<file path="src/rtl/multicycle_control_pkg.sv">
// Shared encodings for the multi-cycle MIPS control unit: FSM states,
// decoded opcodes and the datapath mux-select / ALUOp codes.
// Imported by the interface, the controller and its retire counter.
package multicycle_control_pkg;

    typedef enum logic [3:0] {
        S_FETCH    = 4'd0,
        S_DECODE   = 4'd1,
        S_MEM_ADDR = 4'd2,
        S_MEM_RD   = 4'd3,
        S_MEM_WB   = 4'd4,
        S_MEM_WR   = 4'd5,
        S_EXECUTE  = 4'd6,
        S_R_WB     = 4'd7,
        S_BRANCH   = 4'd8,
        S_JUMP     = 4'd9,
        S_ADDI_EX  = 4'd10,
        S_ADDI_WB  = 4'd11
    } state_t;

    localparam logic [5:0] OP_RTYPE = 6'h00;
    localparam logic [5:0] OP_LW    = 6'h23;
    localparam logic [5:0] OP_SW    = 6'h2B;
    localparam logic [5:0] OP_BEQ   = 6'h04;
    localparam logic [5:0] OP_J     = 6'h02;
    localparam logic [5:0] OP_ADDI  = 6'h08;

    localparam logic [1:0] SRCB_B       = 2'b00;
    localparam logic [1:0] SRCB_FOUR    = 2'b01;
    localparam logic [1:0] SRCB_IMM     = 2'b10;
    localparam logic [1:0] SRCB_IMM_SH2 = 2'b11;

    localparam logic [1:0] ALUOP_ADD   = 2'b00;
    localparam logic [1:0] ALUOP_SUB   = 2'b01;
    localparam logic [1:0] ALUOP_FUNCT = 2'b10;

    localparam logic [1:0] PCSRC_ALU    = 2'b00;
    localparam logic [1:0] PCSRC_ALUOUT = 2'b01;
    localparam logic [1:0] PCSRC_JUMP   = 2'b10;

endpackage

</file>
<file path="src/rtl/multicycle_control_if.sv">
// Control-unit <-> datapath bundle: opcode and memory-ready in, all control
// strobes/selects plus debug/status out. master = controller side,
// slave = datapath side.
interface multicycle_control_if #(
    parameter int OPCODE_W = 6,
    parameter int ALUOP_W  = 2,
    parameter int CNT_W    = 32
);
    logic [OPCODE_W-1:0] opcode;
    logic                mem_ready;
    logic                PCWrite;
    logic                PCWriteCond;
    logic                IorD;
    logic                MemRead;
    logic                MemWrite;
    logic                MemtoReg;
    logic                IRWrite;
    logic                RegDst;
    logic                RegWrite;
    logic                ALUSrcA;
    logic [1:0]          ALUSrcB;
    logic [ALUOP_W-1:0]  ALUOp;
    logic [1:0]          PCSource;
    logic [3:0]          state;
    logic                instr_done;
    logic                illegal_op;
    logic [CNT_W-1:0]    retired_count;

    modport master (
        input  opcode, mem_ready,
        output PCWrite, PCWriteCond, IorD, MemRead, MemWrite, MemtoReg,
               IRWrite, RegDst, RegWrite, ALUSrcA, ALUSrcB, ALUOp, PCSource,
               state, instr_done, illegal_op, retired_count
    );

    modport slave (
        output opcode, mem_ready,
        input  PCWrite, PCWriteCond, IorD, MemRead, MemWrite, MemtoReg,
               IRWrite, RegDst, RegWrite, ALUSrcA, ALUSrcB, ALUOp, PCSource,
               state, instr_done, illegal_op, retired_count
    );
endinterface

</file>
<file path="src/rtl/multicycle_control_retire_counter.sv">
// Retired-instruction counter: counts cycles with inc high, wraps modulo 2^CNT_W.
// Latency: count reflects an increment one clock after inc.
// Backpressure: none; inc is taken every cycle it is asserted.
// Ports: clk, rst_n (async active-low clear), inc (enable), count.
module mc_retire_counter #(
    parameter int CNT_W = 32
) (
    input  logic             clk,
    input  logic             rst_n,
    input  logic             inc,
    output logic [CNT_W-1:0] count
);
    always_ff @(posedge clk or negedge rst_n) begin
        if (!rst_n) begin
            count <= '0;
        end else if (inc) begin
            count <= count + CNT_W'(1);
        end
    end
endmodule

</file>
<file path="src/rtl/multicycle_control.sv">
// Multi-cycle MIPS control FSM (Moore) with sticky illegal-opcode flag and retire counter.
// Latency: lw 5, sw/R/addi 4, beq/j 3, illegal 2 cycles when memory is always ready.
// Backpressure: FETCH, MEM_RD and MEM_WR stall one cycle per cycle mem_ready is low.
// Ports: clk, reset (async active-low), bus (multicycle_control_if.master):
//   in opcode/mem_ready; out datapath strobes/selects, state, instr_done,
//   illegal_op, retired_count.
module multicycle_control
    import multicycle_control_pkg::*;
#(
    parameter int OPCODE_W      = 6,
    parameter int ALUOP_W       = 2,
    parameter int CNT_W         = 32,
    parameter bit MEM_HANDSHAKE = 1'b1,
    parameter bit ENABLE_ADDI   = 1'b1
) (
    input  logic                 clk,
    input  logic                 reset,
    multicycle_control_if.master bus
);
    state_t     curState, nxtState;
    logic       rdy;
    logic       pcWrite, pcWriteCond, iorD, memRead, memWrite, memtoReg;
    logic       irWrite, regDst, regWrite, aluSrcA;
    logic [1:0] aluSrcB, aluOp, pcSource;
    logic       doneRaw, illegalSet, illegalQ;

    assign rdy = MEM_HANDSHAKE ? bus.mem_ready : 1'b1;

    always_ff @(posedge clk or negedge reset) begin
        if (!reset) curState <= S_FETCH;
        else        curState <= nxtState;
    end

    always_comb begin
        nxtState    = S_FETCH;
        pcWrite     = 1'b0;
        pcWriteCond = 1'b0;
        iorD        = 1'b0;
        memRead     = 1'b0;
        memWrite    = 1'b0;
        memtoReg    = 1'b0;
        irWrite     = 1'b0;
        regDst      = 1'b0;
        regWrite    = 1'b0;
        aluSrcA     = 1'b0;
        aluSrcB     = SRCB_B;
        aluOp       = ALUOP_ADD;
        pcSource    = PCSRC_ALU;
        doneRaw     = 1'b0;
        illegalSet  = 1'b0;
        case (curState)
            S_FETCH: begin
                memRead  = 1'b1;
                aluSrcB  = SRCB_FOUR;
                // IR and PC only load on the cycle memory delivers the word.
                irWrite  = rdy;
                pcWrite  = rdy;
                nxtState = rdy ? S_DECODE : S_FETCH;
            end
            S_DECODE: begin
                // Speculative branch-target add while the opcode is decoded.
                aluSrcB = SRCB_IMM_SH2;
                if (bus.opcode == OPCODE_W'(OP_RTYPE))
                    nxtState = S_EXECUTE;
                else if (bus.opcode == OPCODE_W'(OP_LW) || bus.opcode == OPCODE_W'(OP_SW))
                    nxtState = S_MEM_ADDR;
                else if (bus.opcode == OPCODE_W'(OP_BEQ))
                    nxtState = S_BRANCH;
                else if (bus.opcode == OPCODE_W'(OP_J))
                    nxtState = S_JUMP;
                else if (ENABLE_ADDI && bus.opcode == OPCODE_W'(OP_ADDI))
                    nxtState = S_ADDI_EX;
                else begin
                    // Abandon the instruction without retiring it.
                    nxtState   = S_FETCH;
                    illegalSet = 1'b1;
                end
            end
            S_MEM_ADDR: begin
                aluSrcA  = 1'b1;
                aluSrcB  = SRCB_IMM;
                nxtState = (bus.opcode == OPCODE_W'(OP_LW)) ? S_MEM_RD : S_MEM_WR;
            end
            S_MEM_RD: begin
                memRead  = 1'b1;
                iorD     = 1'b1;
                nxtState = rdy ? S_MEM_WB : S_MEM_RD;
            end
            S_MEM_WB: begin
                memtoReg = 1'b1;
                regWrite = 1'b1;
                doneRaw  = 1'b1;
            end
            S_MEM_WR: begin
                memWrite = 1'b1;
                iorD     = 1'b1;
                doneRaw  = rdy;
                nxtState = rdy ? S_FETCH : S_MEM_WR;
            end
            S_EXECUTE: begin
                aluSrcA  = 1'b1;
                aluOp    = ALUOP_FUNCT;
                nxtState = S_R_WB;
            end
            S_R_WB: begin
                regDst   = 1'b1;
                regWrite = 1'b1;
                doneRaw  = 1'b1;
            end
            S_BRANCH: begin
                aluSrcA     = 1'b1;
                aluOp       = ALUOP_SUB;
                pcWriteCond = 1'b1;
                pcSource    = PCSRC_ALUOUT;
                doneRaw     = 1'b1;
            end
            S_JUMP: begin
                pcWrite  = 1'b1;
                pcSource = PCSRC_JUMP;
                doneRaw  = 1'b1;
            end
            S_ADDI_EX: begin
                aluSrcA  = 1'b1;
                aluSrcB  = SRCB_IMM;
                nxtState = S_ADDI_WB;
            end
            S_ADDI_WB: begin
                regWrite = 1'b1;
                doneRaw  = 1'b1;
            end
            default: nxtState = S_FETCH;
        endcase
    end

    always_ff @(posedge clk or negedge reset) begin
        if (!reset)          illegalQ <= 1'b0;
        else if (illegalSet) illegalQ <= 1'b1;
    end

    mc_retire_counter #(.CNT_W(CNT_W)) u_retire (
        .clk   (clk),
        .rst_n (reset),
        .inc   (doneRaw),
        .count (bus.retired_count)
    );

    // Write strobes are gated by reset itself so an abort never leaves a
    // partial write on the bus, even before the state register settles.
    assign bus.PCWrite     = pcWrite & reset;
    assign bus.PCWriteCond = pcWriteCond & reset;
    assign bus.IRWrite     = irWrite & reset;
    assign bus.RegWrite    = regWrite & reset;
    assign bus.MemWrite    = memWrite & reset;
    assign bus.MemRead     = memRead & reset;
    assign bus.instr_done  = doneRaw & reset;
    assign bus.IorD        = iorD;
    assign bus.MemtoReg    = memtoReg;
    assign bus.RegDst      = regDst;
    assign bus.ALUSrcA     = aluSrcA;
    assign bus.ALUSrcB     = aluSrcB;
    assign bus.ALUOp       = ALUOP_W'(aluOp);
    assign bus.PCSource    = pcSource;
    assign bus.state       = curState;
    assign bus.illegal_op  = illegalQ;
endmodule

</file>
<file path="src/flat_wrapper.sv">
// flat-port wrapper written by rule: the top's interface ports become plain ports
module multicycle_control_flat import multicycle_control_pkg::*;
#(
    parameter int OPCODE_W      = 6,
    parameter int ALUOP_W       = 2,
    parameter int CNT_W         = 32,
    parameter bit MEM_HANDSHAKE = 1'b1,
    parameter bit ENABLE_ADDI   = 1'b1
)
  (clk, reset, bus_opcode, bus_mem_ready, bus_PCWrite, bus_PCWriteCond, bus_IorD, bus_MemRead, bus_MemWrite, bus_MemtoReg, bus_IRWrite, bus_RegDst, bus_RegWrite, bus_ALUSrcA, bus_ALUSrcB, bus_ALUOp, bus_PCSource, bus_state, bus_instr_done, bus_illegal_op, bus_retired_count);
  multicycle_control_if #(.OPCODE_W(OPCODE_W), .ALUOP_W(ALUOP_W), .CNT_W(CNT_W)) bus_i ();
  input  logic clk;
  input  logic reset;
  input wire logic [$bits(bus_i.opcode)-1:0] bus_opcode;
  input wire logic [$bits(bus_i.mem_ready)-1:0] bus_mem_ready;
  output wire logic [$bits(bus_i.PCWrite)-1:0] bus_PCWrite;
  output wire logic [$bits(bus_i.PCWriteCond)-1:0] bus_PCWriteCond;
  output wire logic [$bits(bus_i.IorD)-1:0] bus_IorD;
  output wire logic [$bits(bus_i.MemRead)-1:0] bus_MemRead;
  output wire logic [$bits(bus_i.MemWrite)-1:0] bus_MemWrite;
  output wire logic [$bits(bus_i.MemtoReg)-1:0] bus_MemtoReg;
  output wire logic [$bits(bus_i.IRWrite)-1:0] bus_IRWrite;
  output wire logic [$bits(bus_i.RegDst)-1:0] bus_RegDst;
  output wire logic [$bits(bus_i.RegWrite)-1:0] bus_RegWrite;
  output wire logic [$bits(bus_i.ALUSrcA)-1:0] bus_ALUSrcA;
  output wire logic [$bits(bus_i.ALUSrcB)-1:0] bus_ALUSrcB;
  output wire logic [$bits(bus_i.ALUOp)-1:0] bus_ALUOp;
  output wire logic [$bits(bus_i.PCSource)-1:0] bus_PCSource;
  output wire logic [$bits(bus_i.state)-1:0] bus_state;
  output wire logic [$bits(bus_i.instr_done)-1:0] bus_instr_done;
  output wire logic [$bits(bus_i.illegal_op)-1:0] bus_illegal_op;
  output wire logic [$bits(bus_i.retired_count)-1:0] bus_retired_count;
  assign bus_i.opcode = bus_opcode;
  assign bus_i.mem_ready = bus_mem_ready;
  assign bus_PCWrite = bus_i.PCWrite;
  assign bus_PCWriteCond = bus_i.PCWriteCond;
  assign bus_IorD = bus_i.IorD;
  assign bus_MemRead = bus_i.MemRead;
  assign bus_MemWrite = bus_i.MemWrite;
  assign bus_MemtoReg = bus_i.MemtoReg;
  assign bus_IRWrite = bus_i.IRWrite;
  assign bus_RegDst = bus_i.RegDst;
  assign bus_RegWrite = bus_i.RegWrite;
  assign bus_ALUSrcA = bus_i.ALUSrcA;
  assign bus_ALUSrcB = bus_i.ALUSrcB;
  assign bus_ALUOp = bus_i.ALUOp;
  assign bus_PCSource = bus_i.PCSource;
  assign bus_state = bus_i.state;
  assign bus_instr_done = bus_i.instr_done;
  assign bus_illegal_op = bus_i.illegal_op;
  assign bus_retired_count = bus_i.retired_count;
  multicycle_control #(.OPCODE_W(OPCODE_W), .ALUOP_W(ALUOP_W), .CNT_W(CNT_W), .MEM_HANDSHAKE(MEM_HANDSHAKE), .ENABLE_ADDI(ENABLE_ADDI)) u_core (.clk(clk), .reset(reset), .bus(bus_i));
endmodule
</file>
<file path="config.mk">
export PLATFORM = sky130hd
export DESIGN_NAME = multicycle_control_flat
export DESIGN_NICKNAME = d
export VERILOG_FILES = /design/src/rtl/multicycle_control_pkg.sv /design/src/rtl/multicycle_control_if.sv /design/src/rtl/multicycle_control_retire_counter.sv /design/src/rtl/multicycle_control.sv /design/src/flat_wrapper.sv
export SDC_FILE = /design/constraint.sdc
export NUM_CORES = 1
export LEC_CHECK = 0
export BUFFER_PORTS_ARGS = -buffer_cell sky130_fd_sc_hd__buf_2
export CAP_MARGIN = 20
export CORE_AREA = 2 2 62 93
export DETAILED_ROUTE_END_ITERATION = 8
export DIE_AREA = 0 0 64 95
export GPL_TIMING_DRIVEN = 0
export PLACE_DENSITY = 0.66
export SLEW_MARGIN = 40
export SYNTH_ARGS = -nofsm -noshare
export SYNTH_HDL_FRONTEND = slang
export SYNTH_HIERARCHICAL = 1
export SYNTH_SLANG_ARGS = --single-unit
</file>
<file path="constraint.sdc">
create_clock -name clk -period 2.45 [get_ports clk]
set_input_delay 0 -clock clk [delete_from_list [all_inputs] [get_ports clk]]
set_output_delay 0 -clock clk [all_outputs]
set_load 0.1 [all_outputs]
</file>
==> results.json <==
{
  "vias_per_cell": 5.271,
  "cp_cell_sequence": "buf_6, nand2b_1, buf_4, nand2_1, a21oi_4, nand4_4, or4_4, nor3b_2, xor2_1",
  "die_area_um2": 6080,
  "insertion_delay_ns": 0.29,
  "grt_start_max_net_pins": 40,
  "synth_top_flop_cell": "dfrtp_1",
  "leakage_uw": 0.001366,
  "drtAntennaViolNets": 0,
  "clockBufferDepth": 2,
  "overflow": 0,
  "path_class": "register to register",
  "hpwl_mm": 3.731,
  "cts-root-buf": "clkbuf_8",
  "drv_cap": 0,
  "hold_viol": 0,
  "rows": 33,
  "crit_arrival_ns": 2.56,
  "route.final.wire_length_mm": 5.005,
  "syn_nets": 218,
  "power_uw": 2921,
  "power_density_nw_per_um2": 1044,
  "r2r_cells": 9,
  "numCtsBuffers": 5,
  "holdWs_ns": 0.05815,
  "yosys.area.top_type": "dfrtp_1",
  "holdPathEnd": "u_core/bus.state[0]",
  "worstPathMaxFanout": 10,
  "grt_pass1_vias": 1684,
  "start_util_pct": 38.50,
  "wl_per_cell_um": 14.14,
  "drc_errors": 0,
  "synth-edff-count": 0,
  "die_w_um": 64,
  "r2r_start": "u_core/bus.state[1]",
  "portBuffers": 62,
  "io_pins": 63,
  "die_h_um": 95,
  "drv_slew": 0,
  "fin_crit_sh_pct": 95.84,
  "clock-sinks": 37,
  "syn_avg_cell_area_um2": 9.859,
  "cp_data_required_time_ns": 2.67,
  "min_from": "bus_opcode[1]",
  "synth_top_area_share_pct": 45.15,
  "crit_slowest_cell": "or4_4",
  "cts_tree": "built",
  "skew_ns": 0.008511,
  "synth.distinct_cells": 41,
  "synth-async-reset-ratio_pct": 100.0,
  "setup_viol": 0,
  "reg2reg_slack_ns": 0.10,
  "ir_drop_v": 0.0007550,
  "fmax_mhz": 425.9,
  "drive_gt1_share_pct": 40.14,
  "hold_depth": 3,
  "layout_common_cells": "buf_2 (61), dfrtp_1 (33), xnor2_1 (19)",
  "htreeDepth": 2,
  "path_clk_slew_ns": 0.08,
  "endpoint_kind": "register",
  "place_congestion": 0.8645,
  "core-area_um2": 5326,
  "dp_cells": 340,
  "finish.utilization_pct": 52.53,
  "syn_area_um2": 2051,
  "synth-seq-cells": 37,
  "slowest_delay_ns": 0.60,
  "synth_area_leaders": "dfrtp_1 (45%), xnor2_1 (8.1%), xor2_1 (6.0%)",
  "vias": 1866,
  "r2r-end": "u_core/u_retire/count[19]",
  "yosys_warnings": 6,
  "worstSetupStartpointType": "register",
  "final_common_cell": "buf_2",
  "grt_pass1_wl_mm": 8.086,
  "track_usage_pct": 17.13,
  "min_path_type": "primary input to register",
  "drtIter0Drc": 85,
  "final_cells": 354,
  "slew_headroom_pct": 56.92,
  "path_buf_inv": 2,
  "worst_slew_pin_slew_ns": 0.6409,
  "status": "complete, no violations",
  "ys_seq_area_share_pct": 45.15,
  "dr.pass1.iters": 4,
  "area_delta_synth_final_pct": 36.42,
  "fin_crit_ns": 2.348,
  "synth_cells": 208,
  "grt_antenna_before_repair": 0,
  "antennaDiodeCount": 0,
  "critPathTopFamily": "simple AND/OR/NAND/NOR gates",
  "layout.nets": 293
}
[flip-flops by register name, summed over array words and instances, names as in the netlist]
name,flops
u_core/bus.state,4
u_core/bus.illegal_op,1
u_core/u_retire/count,32
[synthesized netlist by cell type, types with 2 or more instances]
cell      instances
inv_1             4
clkbuf_1          5
nand2b_1          4
and2_1            3
nor3b_1           3
nor2b_1           2
nor4b_1           2
nand4_1          10
nor3_1           11
buf_2             2
dfrtp_1          37
nand2_1          15
xnor2_1          19
and4_1            3
a21oi_1           7
nor4_2            2
xor2_1           14
o21ai_0           5
nand3_1          12
and3_1            6
nor4_1            9
nor2_1           14
[tightest hold or removal path, delay by kind of cell]
family / cells / cell delay [ns]
AO/OA/AOI/OAI: 1 / 0.08
buffers and inverters: 1 / 0.14
AND/OR/NAND/NOR: 1 / 0.08
[cell type report]
| class | count | area [um2] |
|---|---|---|
| Clock inverter | 1 | 7.507 |
| Clock buffer | 7 | 86.33 |
| Buffer | 8 | 66.31 |
| Fill cell | 529 | 2529 |
| Sequential cell | 37 | 940.9 |
| Inverter | 4 | 15.01 |
| Timing Repair Buffer | 69 | 380.4 |
| Tap cell | 70 | 87.58 |
| Multi-Input combinational cell | 158 | 1214 |
[routing by layer]
layer	up-vias	part of all wire [%]	GRT usage, %
met5	-	0	0
met4	0	1.4	5.978
met3	5	4.4	3.099
met2	46	54	30.64
met1	918	41	20.40
li1	897	-	-
[worst max path at each step]
stage / startpoint / endpoint / slack, ns / cells past startpoint
2_1_floorplan: u_core/bus.state[1] / bus_RegWrite / -0.46 / 5
3_3_place_gp: u_core/bus.state[1] / u_core/u_retire/count[28] / -0.01 / 9
3_5_place_dp: u_core/bus.state[3] / u_core/u_retire/count[30] / -0.02 / 7
4_1_cts: u_core/bus.state[3] / u_core/u_retire/count[24] / 0.02 / 7
5_1_grt: u_core/bus.state[1] / u_core/u_retire/count[27] / -0.004 / 10
6_report: u_core/bus.state[1] / u_core/u_retire/count[19] / 0.10 / 9
[stage by stage]
step           setup WS, ns    TNS, ns  area [um2]
5_1_grt           -0.004055  -0.005641        2798
4_1_cts             0.01713          0        2711
2_1_floorplan       -0.4573     -1.535        2192
3_5_place_dp       -0.01675   -0.05106        2592
3_3_place_gp       -0.01112   -0.01112        2590
6_report             0.1019          0        2798
[kinds of logic after synthesis]
logic type      Yosys count  synth area share (%)
compound gates           20                 6.163
buf+inv                  13                 3.051
simple gates            102                 29.90
fa+ha+maj                 1                0.6100
xor+xnor                 33                 14.09
mux                       2                 1.037
flops                    37                 45.15
[repair_timing]
action                                  CTS  global route
endpoints found under the setup margin    4            21
resized for setup                         2            12
hold buffers                              1             0
pin swaps                                 0             4
endpoints found under the hold margin    37             0
setup buffers                             0             6
[power breakdown]
| group | internal [uW] | leakage [uW] | total, uW | switching, uW |
|---|---|---|---|---|
| combinational | 361 | 0.000837 | 1700 | 1340 |
| clock | 229 | 0.0000445 | 440 | 212 |
| sequential | 691 | 0.000484 | 781 | 90.2 |
Note: power is estimated with default switching activity, not from simulation.
